[src/rtl/bg_scroll_pkg.sv]
// Shared sky-state type, palette, sun geometry and sprite rows
// for the parallax background generator.
package bg_scroll_pkg;

    localparam int POS_W = 11;

    typedef enum logic [1:0] {
        DAY   = 2'd0,
        DUSK  = 2'd1,
        NIGHT = 2'd2,
        DAWN  = 2'd3
    } sky_e;

    // Packed as {R[1:0], G[1:0], B[1:0]}
    typedef logic [5:0] rgb_t;

    localparam rgb_t C_BLACK   = 6'b00_00_00;
    localparam rgb_t C_DAY     = 6'b10_10_11;
    localparam rgb_t C_DUSK    = 6'b11_01_01;
    localparam rgb_t C_NIGHT   = 6'b00_00_01;
    localparam rgb_t C_DAWN    = 6'b10_01_10;
    localparam rgb_t C_SUN     = 6'b11_11_00;
    localparam rgb_t C_MOON    = 6'b10_10_10;
    localparam rgb_t C_CLOUD   = 6'b11_11_11;
    localparam rgb_t C_CLOUD_N = 6'b01_01_01;
    localparam rgb_t C_BRICK   = 6'b11_01_00;

    localparam int SUN_DX  = 160;
    localparam int SUN_CY  = 128;
    localparam int SUN_RAD = 48;
    localparam int SUN_R2  = SUN_RAD * SUN_RAD;

    localparam int CLOUD_W     = 80;
    localparam int CLOUD_H     = 32;
    localparam int CLOUD_X_OFF = 64;

    function automatic sky_e next_sky(input sky_e s);
        sky_e n;
        unique case (s)
            DAY:     n = DUSK;
            DUSK:    n = NIGHT;
            NIGHT:   n = DAWN;
            default: n = DAY;
        endcase
        return n;
    endfunction

    function automatic rgb_t sky_rgb(input sky_e s);
        rgb_t c;
        unique case (s)
            DAY:     c = C_DAY;
            DUSK:    c = C_DUSK;
            NIGHT:   c = C_NIGHT;
            default: c = C_DAWN;
        endcase
        return c;
    endfunction

    // Column c of a row is bit [7-c]; rows 3 and 7 are mortar.
    function automatic logic [7:0] brick_row(input logic [2:0] r);
        logic [7:0] v;
        unique case (r)
            3'd0, 3'd1, 3'd2: v = 8'b1111_1110;
            3'd4, 3'd5, 3'd6: v = 8'b1110_1111;
            default:          v = 8'b0000_0000;
        endcase
        return v;
    endfunction

    // Column c of a row is bit [19-c].
    function automatic logic [19:0] cloud_row(input logic [2:0] r);
        logic [19:0] v;
        unique case (r)
            3'd0:    v = 20'b0000_0011_1100_0000_0000;
            3'd1:    v = 20'b0000_1111_1111_0000_0000;
            3'd2:    v = 20'b0011_1111_1111_1100_0000;
            3'd3:    v = 20'b0111_1111_1111_1111_0000;
            3'd4:    v = 20'b1111_1111_1111_1111_1110;
            3'd5:    v = 20'b1111_1111_1111_1111_1111;
            3'd6:    v = 20'b0111_1111_1111_1111_1110;
            default: v = 20'b0001_1111_1111_1111_1000;
        endcase
        return v;
    endfunction

endpackage

[src/rtl/bg_scroll_pos.sv]
// Modulo-H_RES scroll position register with up/down step.
// Used for the ground and for each cloud channel.
module bg_scroll_pos
    import bg_scroll_pkg::*;
#(
    parameter int H_RES = 1024
) (
    input  logic             clk_i,
    input  logic             rst_i,
    input  logic             en_i,
    input  logic             dir_i,
    input  logic [3:0]       step_i,
    output logic [POS_W-1:0] pos_o
);

    localparam logic [POS_W:0] HRES = (POS_W + 1)'(H_RES);

    logic [POS_W-1:0] pos_q;
    logic [POS_W-1:0] pos_d;
    logic [POS_W:0]   up;
    logic [POS_W:0]   dn;

    always_comb begin
        up    = {1'b0, pos_q} + (POS_W + 1)'(step_i);
        dn    = {1'b0, pos_q} - (POS_W + 1)'(step_i);
        pos_d = pos_q;
        if (en_i) begin
            if (!dir_i) begin
                pos_d = (up >= HRES) ? POS_W'(up - HRES) : up[POS_W-1:0];
            end else begin
                // Borrow into the top bit marks an underflow
                pos_d = dn[POS_W] ? POS_W'(dn + HRES) : dn[POS_W-1:0];
            end
        end
    end

    always_ff @(posedge clk_i) begin
        if (rst_i) begin
            pos_q <= '0;
        end else begin
            pos_q <= pos_d;
        end
    end

    assign pos_o = pos_q;

endmodule

[src/rtl/bg_scroll_layers.sv]
// Parallax background: scrolling brick ground, cloud channels and a
// frame-driven sky cycle, two-stage registered colour pipeline.
module bg_scroll_layers
    import bg_scroll_pkg::*;
#(
    parameter int H_RES        = 1024,
    parameter int V_RES        = 768,
    parameter int GROUND_Y     = 704,
    parameter int NUM_CLOUDS   = 4,
    parameter int CLOUD_Y0     = 160,
    parameter int CLOUD_DY     = 48,
    parameter int DWELL_FRAMES = 600,
    parameter int TRANS_FRAMES = 60
) (
    input  logic        clk_i,
    input  logic        rst_i,
    input  logic        bg_en_i,
    input  logic        video_active_i,
    input  logic [10:0] pix_x_i,
    input  logic [10:0] pix_y_i,
    input  logic        vsync_i,
    input  logic        scroll_en_i,
    input  logic        scroll_dir_i,
    input  logic [1:0]  speed_i,
    input  logic        cycle_en_i,
    output logic [1:0]  r_o,
    output logic [1:0]  g_o,
    output logic [1:0]  b_o,
    output logic        pix_valid_o
);

    localparam logic [11:0] HRES   = 12'(H_RES);
    localparam logic [10:0] GY     = 11'(GROUND_Y);
    localparam logic [10:0] VR     = 11'(V_RES);
    localparam logic [15:0] DW_END = 16'(DWELL_FRAMES - 1);
    localparam logic [15:0] TR_END = 16'(TRANS_FRAMES - 1);
    localparam logic signed [11:0] SCX = 12'(H_RES - SUN_DX);
    localparam logic signed [11:0] SCY = 12'(SUN_CY);

    logic       vsync_q;
    logic       tick;
    logic [7:0] frame_cnt_q;
    sky_e       state_q;
    logic [15:0] dwell_q;

    logic [POS_W-1:0] gnd_pos;
    logic [POS_W-1:0] cpos [NUM_CLOUDS];

    assign tick = vsync_i & ~vsync_q & bg_en_i;

    always_ff @(posedge clk_i) begin
        if (rst_i) begin
            vsync_q     <= 1'b0;
            frame_cnt_q <= '0;
            state_q     <= DAY;
            dwell_q     <= '0;
        end else begin
            vsync_q <= vsync_i;
            if (tick) begin
                frame_cnt_q <= frame_cnt_q + 8'd1;
                if (cycle_en_i) begin
                    if (dwell_q == ((state_q == DAY || state_q == NIGHT)
                                    ? DW_END : TR_END)) begin
                        state_q <= next_sky(state_q);
                        dwell_q <= '0;
                    end else begin
                        dwell_q <= dwell_q + 16'd1;
                    end
                end
            end
        end
    end

    bg_scroll_pos #(.H_RES(H_RES)) u_gnd (
        .clk_i  (clk_i),
        .rst_i  (rst_i),
        .en_i   (tick & scroll_en_i),
        .dir_i  (scroll_dir_i),
        .step_i (4'd1 << speed_i),
        .pos_o  (gnd_pos)
    );

    logic [NUM_CLOUDS-1:0] cl_hit;

    for (genvar i = 0; i < NUM_CLOUDS; i++) begin : g_cloud
        localparam logic [7:0]  MASK  = 8'((1 << (i + 1)) - 1);
        localparam logic [11:0] CBASE =
            12'((i * H_RES / NUM_CLOUDS + CLOUD_X_OFF) % H_RES);
        localparam logic [10:0] CY    = 11'(CLOUD_Y0 + i * CLOUD_DY);

        logic [11:0] sx_t;
        logic [10:0] sx;
        logic [10:0] dx;
        logic [10:0] dy;
        logic        in_box;
        logic [19:0] row;
        logic [4:0]  idx;
        logic        hit;

        bg_scroll_pos #(.H_RES(H_RES)) u_pos (
            .clk_i  (clk_i),
            .rst_i  (rst_i),
            .en_i   (tick & scroll_en_i & ((frame_cnt_q & MASK) == 8'd0)),
            .dir_i  (scroll_dir_i),
            .step_i (4'd1),
            .pos_o  (cpos[i])
        );

        // No wrap on the right: pixels left of sx never belong to it
        always_comb begin
            sx_t   = CBASE + HRES - {1'b0, cpos[i]};
            sx     = (sx_t >= HRES) ? 11'(sx_t - HRES) : sx_t[10:0];
            dx     = pix_x_i - sx;
            dy     = pix_y_i - CY;
            in_box = (pix_x_i >= sx) && (dx < 11'(CLOUD_W))
                  && (pix_y_i >= CY) && (dy < 11'(CLOUD_H));
            row    = cloud_row(dy[4:2]);
            idx    = in_box ? (5'd19 - dx[6:2]) : 5'd0;
            hit    = in_box & row[idx];
        end

        assign cl_hit[i] = hit;
    end

    logic [11:0] gx;
    logic [10:0] gy;
    logic        gnd_in;
    logic [7:0]  brow;
    logic        gbit;
    logic signed [11:0] sdx;
    logic signed [11:0] sdy;
    logic signed [23:0] sx2;
    logic signed [23:0] sy2;
    logic [24:0] d2;
    logic        sun_in;
    logic        unused_bits;

    always_comb begin
        gx     = {1'b0, pix_x_i} + {1'b0, gnd_pos};
        gx     = (gx >= HRES) ? (gx - HRES) : gx;
        gy     = pix_y_i - GY;
        gnd_in = (pix_y_i >= GY) && (pix_y_i < VR);
        brow   = brick_row(gy[4:2]);
        gbit   = brow[3'd7 - gx[4:2]];
        sdx    = $signed({1'b0, pix_x_i}) - SCX;
        sdy    = $signed({1'b0, pix_y_i}) - SCY;
        sx2    = sdx * sdx;
        sy2    = sdy * sdy;
        d2     = {1'b0, sx2} + {1'b0, sy2};
        sun_in = d2 <= 25'(SUN_R2);
    end

    assign unused_bits = ^{gx[11:5], gx[1:0], gy[10:5], gy[1:0]};

    logic act_q;
    logic vis_q;
    logic gnd_q;
    logic gbit_q;
    logic cloud_q;
    logic sun_q;

    always_ff @(posedge clk_i) begin
        if (rst_i) begin
            act_q   <= 1'b0;
            vis_q   <= 1'b0;
            gnd_q   <= 1'b0;
            gbit_q  <= 1'b0;
            cloud_q <= 1'b0;
            sun_q   <= 1'b0;
        end else begin
            act_q   <= video_active_i;
            vis_q   <= video_active_i & bg_en_i;
            gnd_q   <= gnd_in;
            gbit_q  <= gbit;
            cloud_q <= |cl_hit;
            sun_q   <= sun_in;
        end
    end

    rgb_t rgb_d;
    rgb_t rgb_q;
    logic valid_q;

    always_comb begin
        rgb_d = C_BLACK;
        if (!vis_q) begin
            rgb_d = C_BLACK;
        end else if (gnd_q) begin
            rgb_d = gbit_q ? C_BRICK : C_BLACK;
        end else if (cloud_q) begin
            rgb_d = (state_q == NIGHT) ? C_CLOUD_N : C_CLOUD;
        end else if (sun_q) begin
            rgb_d = (state_q == NIGHT) ? C_MOON : C_SUN;
        end else begin
            rgb_d = sky_rgb(state_q);
        end
    end

    always_ff @(posedge clk_i) begin
        if (rst_i) begin
            rgb_q   <= C_BLACK;
            valid_q <= 1'b0;
        end else begin
            rgb_q   <= rgb_d;
            valid_q <= act_q;
        end
    end

    assign r_o         = rgb_q[5:4];
    assign g_o         = rgb_q[3:2];
    assign b_o         = rgb_q[1:0];
    assign pix_valid_o = valid_q;

endmodule

[config.mk]
export PLATFORM = sky130hd
export DESIGN_NAME = bg_scroll_layers
export DESIGN_NICKNAME = d
export VERILOG_FILES = /design/src/rtl/bg_scroll_pkg.sv /design/src/rtl/bg_scroll_pos.sv /design/src/rtl/bg_scroll_layers.sv
export SDC_FILE = /design/constraint.sdc
export NUM_CORES = 1
export LEC_CHECK = 0
export ABC_AREA = 1
export BUFFER_PORTS_ARGS = -buffer_cell sky130_fd_sc_hd__buf_2
export CAP_MARGIN = 30
export CORE_UTILIZATION = 50
export DETAILED_ROUTE_END_ITERATION = 10
export PLACE_DENSITY = 0.74
export SLEW_MARGIN = 20
export SYNTH_ARGS = -nofsm -noshare
export SYNTH_HDL_FRONTEND = slang
export SYNTH_SLANG_ARGS = --single-unit
[constraint.sdc]
create_clock -name clk_i -period 9.51 [get_ports clk_i]
set_clock_uncertainty 0.15 [all_clocks]
set_input_delay 1.4265 -clock clk_i [delete_from_list [all_inputs] [get_ports clk_i]]
set_output_delay 1.4265 -clock clk_i [all_outputs]
set_load 0.1 [all_outputs]
# [Word level (Yosys, flattened, before mapping)]
# Index checks and enable logic that the tools add are counted.
[totals] output_inout_bits=7 wordCells=228 rom_bits=0 memories=0 register_bits=95 inputBits=32 ram_bits=0 latchBits=0
[op_classes] add_sub_neg=49 n_eq_ne=32 muxes=49 shift=1 multipliers=2 n_div=0 n_reduce_logical=30 bitwise=14 order_cmp=34
[op_table] op="case mux 20 bit (7 select lines)" count=4
[op_table] op="2-to-1 mux 11 bit" count=19
[op_table] op=">= comparator 12 x 11 -> 1 bit (second input constant)" count=10
[op_table] op="subtractor 11 bit (second input constant)" count=9
[op_table] op="adder 11 bit (second input constant)" count=5
[op_table] op="adder 11 x 1 -> 12 bit (second input constant)" count=4
[op_table] op="multiplier 12 x 12 -> 24 bit" count=2
[op_table] op="subtractor 11 x 1 -> 12 bit (second input constant)" count=4
[op_table] op="subtractor 11 x 11 -> 12 bit (first input constant)" count=4
[op_table] op="equality test 3 bit (second input constant)" count=15
[op_table] op=">= comparator 11 bit" count=4
[op_table] op="< comparator 11 x 6 -> 1 bit (second input constant)" count=4
[op_table] op="< comparator 11 x 7 -> 1 bit (second input constant)" count=4
[op_table] op="subtractor 11 bit" count=4
[op_table] op="logical NOT 8 bit" count=4
[op_table] op="2-to-1 mux 5 bit" count=6
[op_table] op="2-to-1 mux 6 bit" count=5
[op_table] op="equality test 3 x 2 -> 1 bit (second input constant)" count=9
[op_table] op="adder 24 x 24 -> 25 bit" count=1
[op_table] op="<= comparator 25 x 12 -> 1 bit (second input constant)" count=1
[op_table] op="< comparator 5 x 6 -> 1 bit (second input constant)" count=4
[op_table] op=">= comparator 11 x 8 -> 1 bit (second input constant)" count=2
[op_table] op=">= comparator 11 x 9 -> 1 bit (second input constant)" count=2
[op_table] op="subtractor 11 x 8 -> 11 bit (second input constant)" count=2
[op_table] op="other kinds (38)" count=83

# [Logic depth before layout (Yosys ltp)]
# Gate-level depths: netlist of the first run.
[logic_depth] ltp_word=13 ltp_mapped=43 depth_no_buf=43

# [By module]
# Synthesis of the first run repeated with hierarchy kept, for this count alone.
[unflattened] hier_cells=3312 hier_area_um2=22596.7
[modules_own_cells] mod="bg_scroll_layers" cells_per_inst=2457 instances=1 seq_area_each_um2=720.7 area_each_um2=17304.1
[modules_own_cells] mod="bg_scroll_pos" cells_per_inst=171 instances=5 seq_area_each_um2=220.2 area_each_um2=1058.5

# [Least setup slack after synthesis of the first run]
# No wires, ideal clock.
[synth_path] kind="input port to flip-flop" from="input port pix_x_i[5]" to="register sun_q" stages=41 required_ns=9.289 arrival_ns=8.554 setup_time_ns=0.071 path_buffers=1 path_slack_ns=0.735 cell_sequence="ha_1 > or2_2 > nand3_1 > nand2_1 > clkbuf_1 > nor2_1 > inv_1 > fa_1 > inv_1 > ha_1 > inv_1 > fa_1 > inv_1 > fa_1 > inv_1 > fa_1 > inv_1 > ha_1 > [5 not listed] > o21ai_0 > a21oi_1 > o21ai_0 > xor2_1 > inv_1 > ha_1 > inv_1 > nor3_1 > inv_1 > nor2_1 > nor2_1 > o211ai_1 > xnor2_1 > nand2_1 > nor2_2 > and3_1 > nand2_1 > a21oi_1"
[synth_between] elab_chain_cells=4
[synth_lines] item="from (decl)" line="bg_scroll_layers.sv:19" source="input logic [10:0] pix_x_i,"
[synth_lines] item="subtractor 11 x 10 -> 12 bit" line="bg_scroll_layers.sv:145" source="sdx = $signed({1'b0, pix_x_i}) - SCX;"
[synth_lines] item="multiplier 12 x 12 -> 24 bit" line="bg_scroll_layers.sv:147" source="sx2 = sdx * sdx;"
[synth_lines] item="adder 24 x 24 -> 25 bit" line="bg_scroll_layers.sv:149" source="d2 = {1'b0, sx2} + {1'b0, sy2};"
[synth_lines] item="<= comparator 25 x 12 -> 1 bit" line="bg_scroll_layers.sv:150" source="sun_in = d2 <= 25'(SUN_R2);"
[synth_lines] item="to (signal assigned)" line="bg_scroll_layers.sv:176" source="sun_q <= sun_in;"
[synth_lines] item="to (decl)" line="bg_scroll_layers.sv:160" source="logic sun_q;"
# Every way passes these cells.
# A chain may end at the register's enable or synchronous reset.

# [Worst setup path in the final report of the first run]
[layout_path] from="input port pix_y_i[9]" to="register sun_q"
[layout_between] elab_chain_cells=4
[layout_lines] item="from (decl)" line="bg_scroll_layers.sv:20" source="input logic [10:0] pix_y_i,"
[layout_lines] item="subtractor 11 x 8 -> 12 bit" line="bg_scroll_layers.sv:146" source="sdy = $signed({1'b0, pix_y_i}) - SCY;"
[layout_lines] item="multiplier 12 x 12 -> 24 bit" line="bg_scroll_layers.sv:148" source="sy2 = sdy * sdy;"
[layout_lines] item="adder 24 x 24 -> 25 bit" line="bg_scroll_layers.sv:149"
[layout_lines] item="<= comparator 25 x 12 -> 1 bit" line="bg_scroll_layers.sv:150"
# Every way passes these cells.

==> results.txt, run 1 <==
WP data arrival -> 9.05 ns
Post-Route WL -> 51500 um
Num rows -> 73
Status -> complete, no violations
Multi-input logic area -> 0.0158 sq mm
Most frequent cells after synthesis -> inv_1, nand2_1, nor2_1
Setup violators final -> 0
Worst path required time -> 9.67 ns
Sum Neg Setup Slack -> 0 ns
Placed Instances -> 3459
Slowest stage cell, crit path -> fa_1
Worst-path maximum fanout -> 9
Skew-Pair Late Insertion Delay -> 0.37 ns
Total core area -> 0.0398 sq mm
Vias -> 18456
I/O pin count -> 39
RSZ-0062 raised after global routing -> no
Final hold violation count -> 0
First drt pass iteration count -> 5
H-Tree Depth -> 3
Crit path capture type -> flop
Fillers -> 3824
Die area -> 0.0414 sq mm
Antenna viol nets, final -> 0
CTS tree -> done
Synth area leader -> fa_1
Top-area cell type share of the netlist area -> 24.5%
# port buffers -> 38
Worst stage delay on the critical path -> 0.55 ns
Chip Height -> 203 um
Area grow syn2layout -> 6.03%
Synth warn -> 0
Worst Tran Pin Value -> 0.670 ns
Yosys reg bits -> 85
Distinct cells, synth -> 62
Syn nets -> 3412
Sequential cell area -> 0.00170 sq mm
Clock Tree Buf Depth -> 2
Syn_area_per_cell -> 6.97 sq um
Routed len/inst -> 14.8 um
Final RePlAce weighted congestion -> 0.915
Synth area leaders -> fa_1, ha_1, inv_1
Hold/Removal Path Class -> flop to flop
Post-synth EDFFs -> 0
Syn Inst Count -> 2909
Number of global-route vias before repair -> 18298
Max Slew Vio Count -> 0
Final #Nets -> 3448
Cell with the most instances after synthesis -> inv_1
Die span in x -> 203 um
First-pass GRT wire length -> 86100 um
Total congestion overflow -> 0
Layout cell share with drive strength beyond 1 -> 4.85%
Slew headroom -> 55.1%
Clk sinks -> 85
Root Buffer -> clkbuf_16
Main synth FF type -> dfxtp_1
Largest net degree at the start of global routing -> 48
Worst Setup Start Kind -> primary input
Total GRT Usage -> 25.5%
Critical path's most frequent cell -> nand2_1
Non-Filler Instances -> 3476
Vias per cell -> 5.31
Initial antenna violation count -> 2
Worst-path clk slew -> 0.08 ns
Ratio of final minimum period to clock period -> 93.5%
Initial Util -> 50.9%
Tmin final -> 8.89 ns
DRC errors left -> 0
Sequential area share after synthesis -> 8.39%
Maxcap violations -> 0
Post-DP HPWL -> 43900 um
Synth async-reset ratio -> 0%
Post-Syn Area -> 0.0203 sq mm
Max Fclk -> 112 MHz
Num CTS Buffers -> 9
Iter 0 DRT Violations -> 1008
Crit path kind -> primary input to flop
==> registers in the layout, indices dropped and copies added, names as in the netlist <==
register and count:
vsync_q 1, pix_valid_o 1, gbit_q 1, cloud_q 1, act_q 1, vis_q 1
u_gnd.pos_o 5, dwell_q 16, frame_cnt_q 4, rgb_q 6, state_q 2, sun_q 1
g_cloud.u_pos.pos_o 44, gnd_q 1
==> per-layer routing <==
metal | vias up | track usage (%) | share of wire, %
li1 | 9153 | - | -
met1 | 8657 | 32.2 | 43
met2 | 533 | 43.8 | 48
met3 | 111 | 3.99 | 6.1
met4 | 2 | 9.53 | 3.5
met5 | - | 0 | 0.017
==> what timing repair did <==
action	4_1_cts	5_1_grt
setup endpoints to repair	0	1
hold buffers	0	0
setup buffers	0	0
resized for setup	0	4
==> cell type report <==
| type | count | area share, % |
|---|---|---|
| diodes | 1 | 0.0116 |
| clock buffers | 9 | 1.05 |
| clock inverters | 7 | 0.407 |
| inverters | 673 | 11.8 |
| multi-input cells | 2105 | 73.7 |
| flip-flops and latches | 85 | 7.92 |
| well taps | 525 | 3.06 |
| repair buffers | 71 | 2.13 |
==> cells in the final DEF, fill, tap and decap left out, types with 9 or more instances in the layout <==
master	synthesis	layout
a21oi_1	157	157
a221oi_1	12	12
a31oi_1	14	14
buf_2	6	38
buf_4	4	32
clkbuf_16	0	9
dfxtp_1	85	85
fa_1	248	248
ha_1	223	223
inv_1	659	658
nand2_1	558	558
nand3_1	131	131
nand4_1	51	51
nor2_1	292	291
nor2_2	8	9
nor3_1	44	44
o211ai_1	13	13
o21ai_0	114	113
o21ai_1	9	10
o21bai_1	11	11
xnor2_1	45	45
xor2_1	74	73
==> logic make-up after synthesis <==
logic type               after synthesis  synth area share [%]
flip-flops                            85                  8.39
AO/OA/AOI/OAI                        386                  11.0
AND/OR/NAND/NOR                     1125                  23.5
adder cells (fa/ha/maj)              471                  38.3
buffers and inverters                719                  13.6
other                                  2                0.0370
XOR/XNOR                             121                  5.30
==> worst paths after layout <==
| kind | start | end | slack (ns) | depth (start not counted) |
|---|---|---|---|---|
| worst max-delay path | pix_y_i[9] | sun_q | 0.62 | 43 |
| worst min-delay path | act_q | pix_valid_o | 0.26 | 2 |
| worst max register to register | g_cloud[3].u_pos.pos_o[0] | cloud_q | 5.45 | 21 |
| worst min register to register | act_q | pix_valid_o | 0.26 | 2 |
==> stage by stage <==
stage,utilization (%),hold WS [ns],worst slack [ns],area [sq um]
2_1_floorplan,-,0.238,0.735,20300
3_3_place_gp,53.1,0.247,0.327,21100
3_5_place_dp,53.2,0.267,0.179,21200
4_1_cts,53.9,0.266,0.575,21500
5_1_grt,54.0,0.298,0.0447,21500
6_report,54.0,0.259,0.616,21500
==> worst max-delay path, delay by kind of cell <==
kind,cells,cell delay (ns)
fa+ha+maj,8,3.34
simple gates,18,2.13
buf+inv,9,0.86
compound gates,5,0.69
xor+xnor,3,0.61
Power of run 1 is left out: the tool's default activity adds up to more than one toggle a clock period on the data nets, which glitch-free logic cannot reach.
==> run 2: changes to the inputs <==
Settings changed: CORE_UTILIZATION 50 to 55, PLACE_DENSITY 0.74 to 0.79.
==> results.txt, run 2 (synthesized netlist as in run 1, its figures left out) <==
Total congestion overflow -> 0
First-pass GRT wire length -> 86600 um
Die span in x -> 194 um
Vias -> 18518
Largest net degree at the start of global routing -> 48
Total core area -> 0.0359 sq mm
Chip Height -> 194 um
Area grow syn2layout -> 5.41%
Worst stage delay on the critical path -> 0.54 ns
Routed len/inst -> 15.0 um
Crit path kind -> primary input to flop
Max reg flops -> 44
Final RePlAce weighted congestion -> 0.965
Status -> complete, no violations
Max Slew Vio Count -> 0
Sum Neg Setup Slack -> 0 ns
Final #Nets -> 3441
First drt pass iteration count -> 6
Hold_buf cts -> 0
Placed Instances -> 3388
Num rows -> 69
# port buffers -> 38
Non-Filler Instances -> 3403
Clk sinks -> 85
Most frequent cells in the layout -> inv_1, nand2_1, nor2_1
Setup violators final -> 0
I/O pin count -> 39
Initial antenna violation count -> 0
Fillers -> 3303
Final hold violation count -> 0
Root Buffer -> clkbuf_16
Post-CTS Repair Setup Buffers -> 0
Critical path's most frequent cell -> nand2_1
Skew-Pair Late Insertion Delay -> 0.37 ns
Max Fclk -> 113 MHz
CTS tree -> done
Die area -> 0.0376 sq mm
Iter 0 DRT Violations -> 1189
Maxcap violations -> 0
WP data arrival -> 9.04 ns
Crit path capture type -> flop
Slowest stage cell, crit path -> ha_1
Tmin final -> 8.88 ns
Antenna viol nets, final -> 0
Ratio of final minimum period to clock period -> 93.4%
Most common cell after layout, fill and taps aside -> inv_1
Post-DP HPWL -> 43300 um
Total GRT Usage -> 27.9%
Layout cell share with drive strength beyond 1 -> 4.62%
Worst Tran Pin Value -> 0.800 ns
Hold/Removal Path Class -> flop to flop
DRC errors left -> 0
Worst path required time -> 9.67 ns
Worst Setup Start Kind -> primary input
Worst-path maximum fanout -> 13
Worst-path clk slew -> 0.08 ns
Diodes inserted -> 0
Vias per cell -> 5.44
Clock Tree Buf Depth -> 2
Slew headroom -> 46.5%
Post-Route WL -> 50900 um
Number of global-route vias before repair -> 18511
Initial Util -> 56.4%
H-Tree Depth -> 3
Num CTS Buffers -> 9
==> run 2: what timing repair did <==
item	4_1_cts	5_1_grt
endpoints found under the setup margin	0	1
endpoints found under the hold margin	0	0
resized for setup	0	6
==> run 2: cell type report <==
class                           count  area [sq um]  share of cell area (%)
Multi-Input combinational cell   2105         15800                    74.1
Inverter                          673          2530                    11.8
Sequential cell                    85          1700                    7.96
Tap cell                          461           577                    2.70
Timing Repair Buffer               64           405                    1.90
Clock buffer                       10           229                    1.07
Clock inverter                      5          85.1                   0.398
==> run 2: metal layers <==
| metal | share of wire, % | global-route usage (%) | up-vias | wire length, um |
|---|---|---|---|---|
| li1 | - | - | 9134 | - |
| met1 | 44 | 36.3 | 8749 | 22500 |
| met2 | 47 | 47.5 | 554 | 23900 |
| met3 | 6.0 | 4.33 | 81 | 3060 |
| met4 | 2.8 | 8.29 | 0 | 1400 |
| met5 | 0 | 0 | - | 0 |
==> run 2: worst paths after layout <==
kind | start | to | slack [ns] | cells after the start
max | pix_x_i[5] | sun_q | 0.63 | 41
min | act_q | pix_valid_o | 0.25 | 2
max reg2reg | g_cloud[3].u_pos.pos_o[0] | cloud_q | 5.48 | 22
min reg2reg | act_q | pix_valid_o | 0.25 | 2
==> run 2: critical path, delay by kind of cell <==
kind,cells,cell delay (ns)
adders and majority gates,8,3.57
AOI/OAI and AO/OA,6,0.96
xor gates and xnor gates,2,0.43
buffers and inverters,9,1.09
and+or+nand+nor,16,1.54
==> run 2: metrics by stage <==
step,hold WS (ns),area [sq um],util [%],worst slack (ns)
2_1_floorplan,0.238,20300,-,0.735
6_report,0.254,21400,59.5,0.631
3_5_place_dp,0.246,21000,58.6,0.127
4_1_cts,0.255,21400,59.4,0.490
5_1_grt,0.303,21400,59.5,-0.0221
3_3_place_gp,0.239,21000,58.5,0.310
Power of run 2 is left out for the same reason.
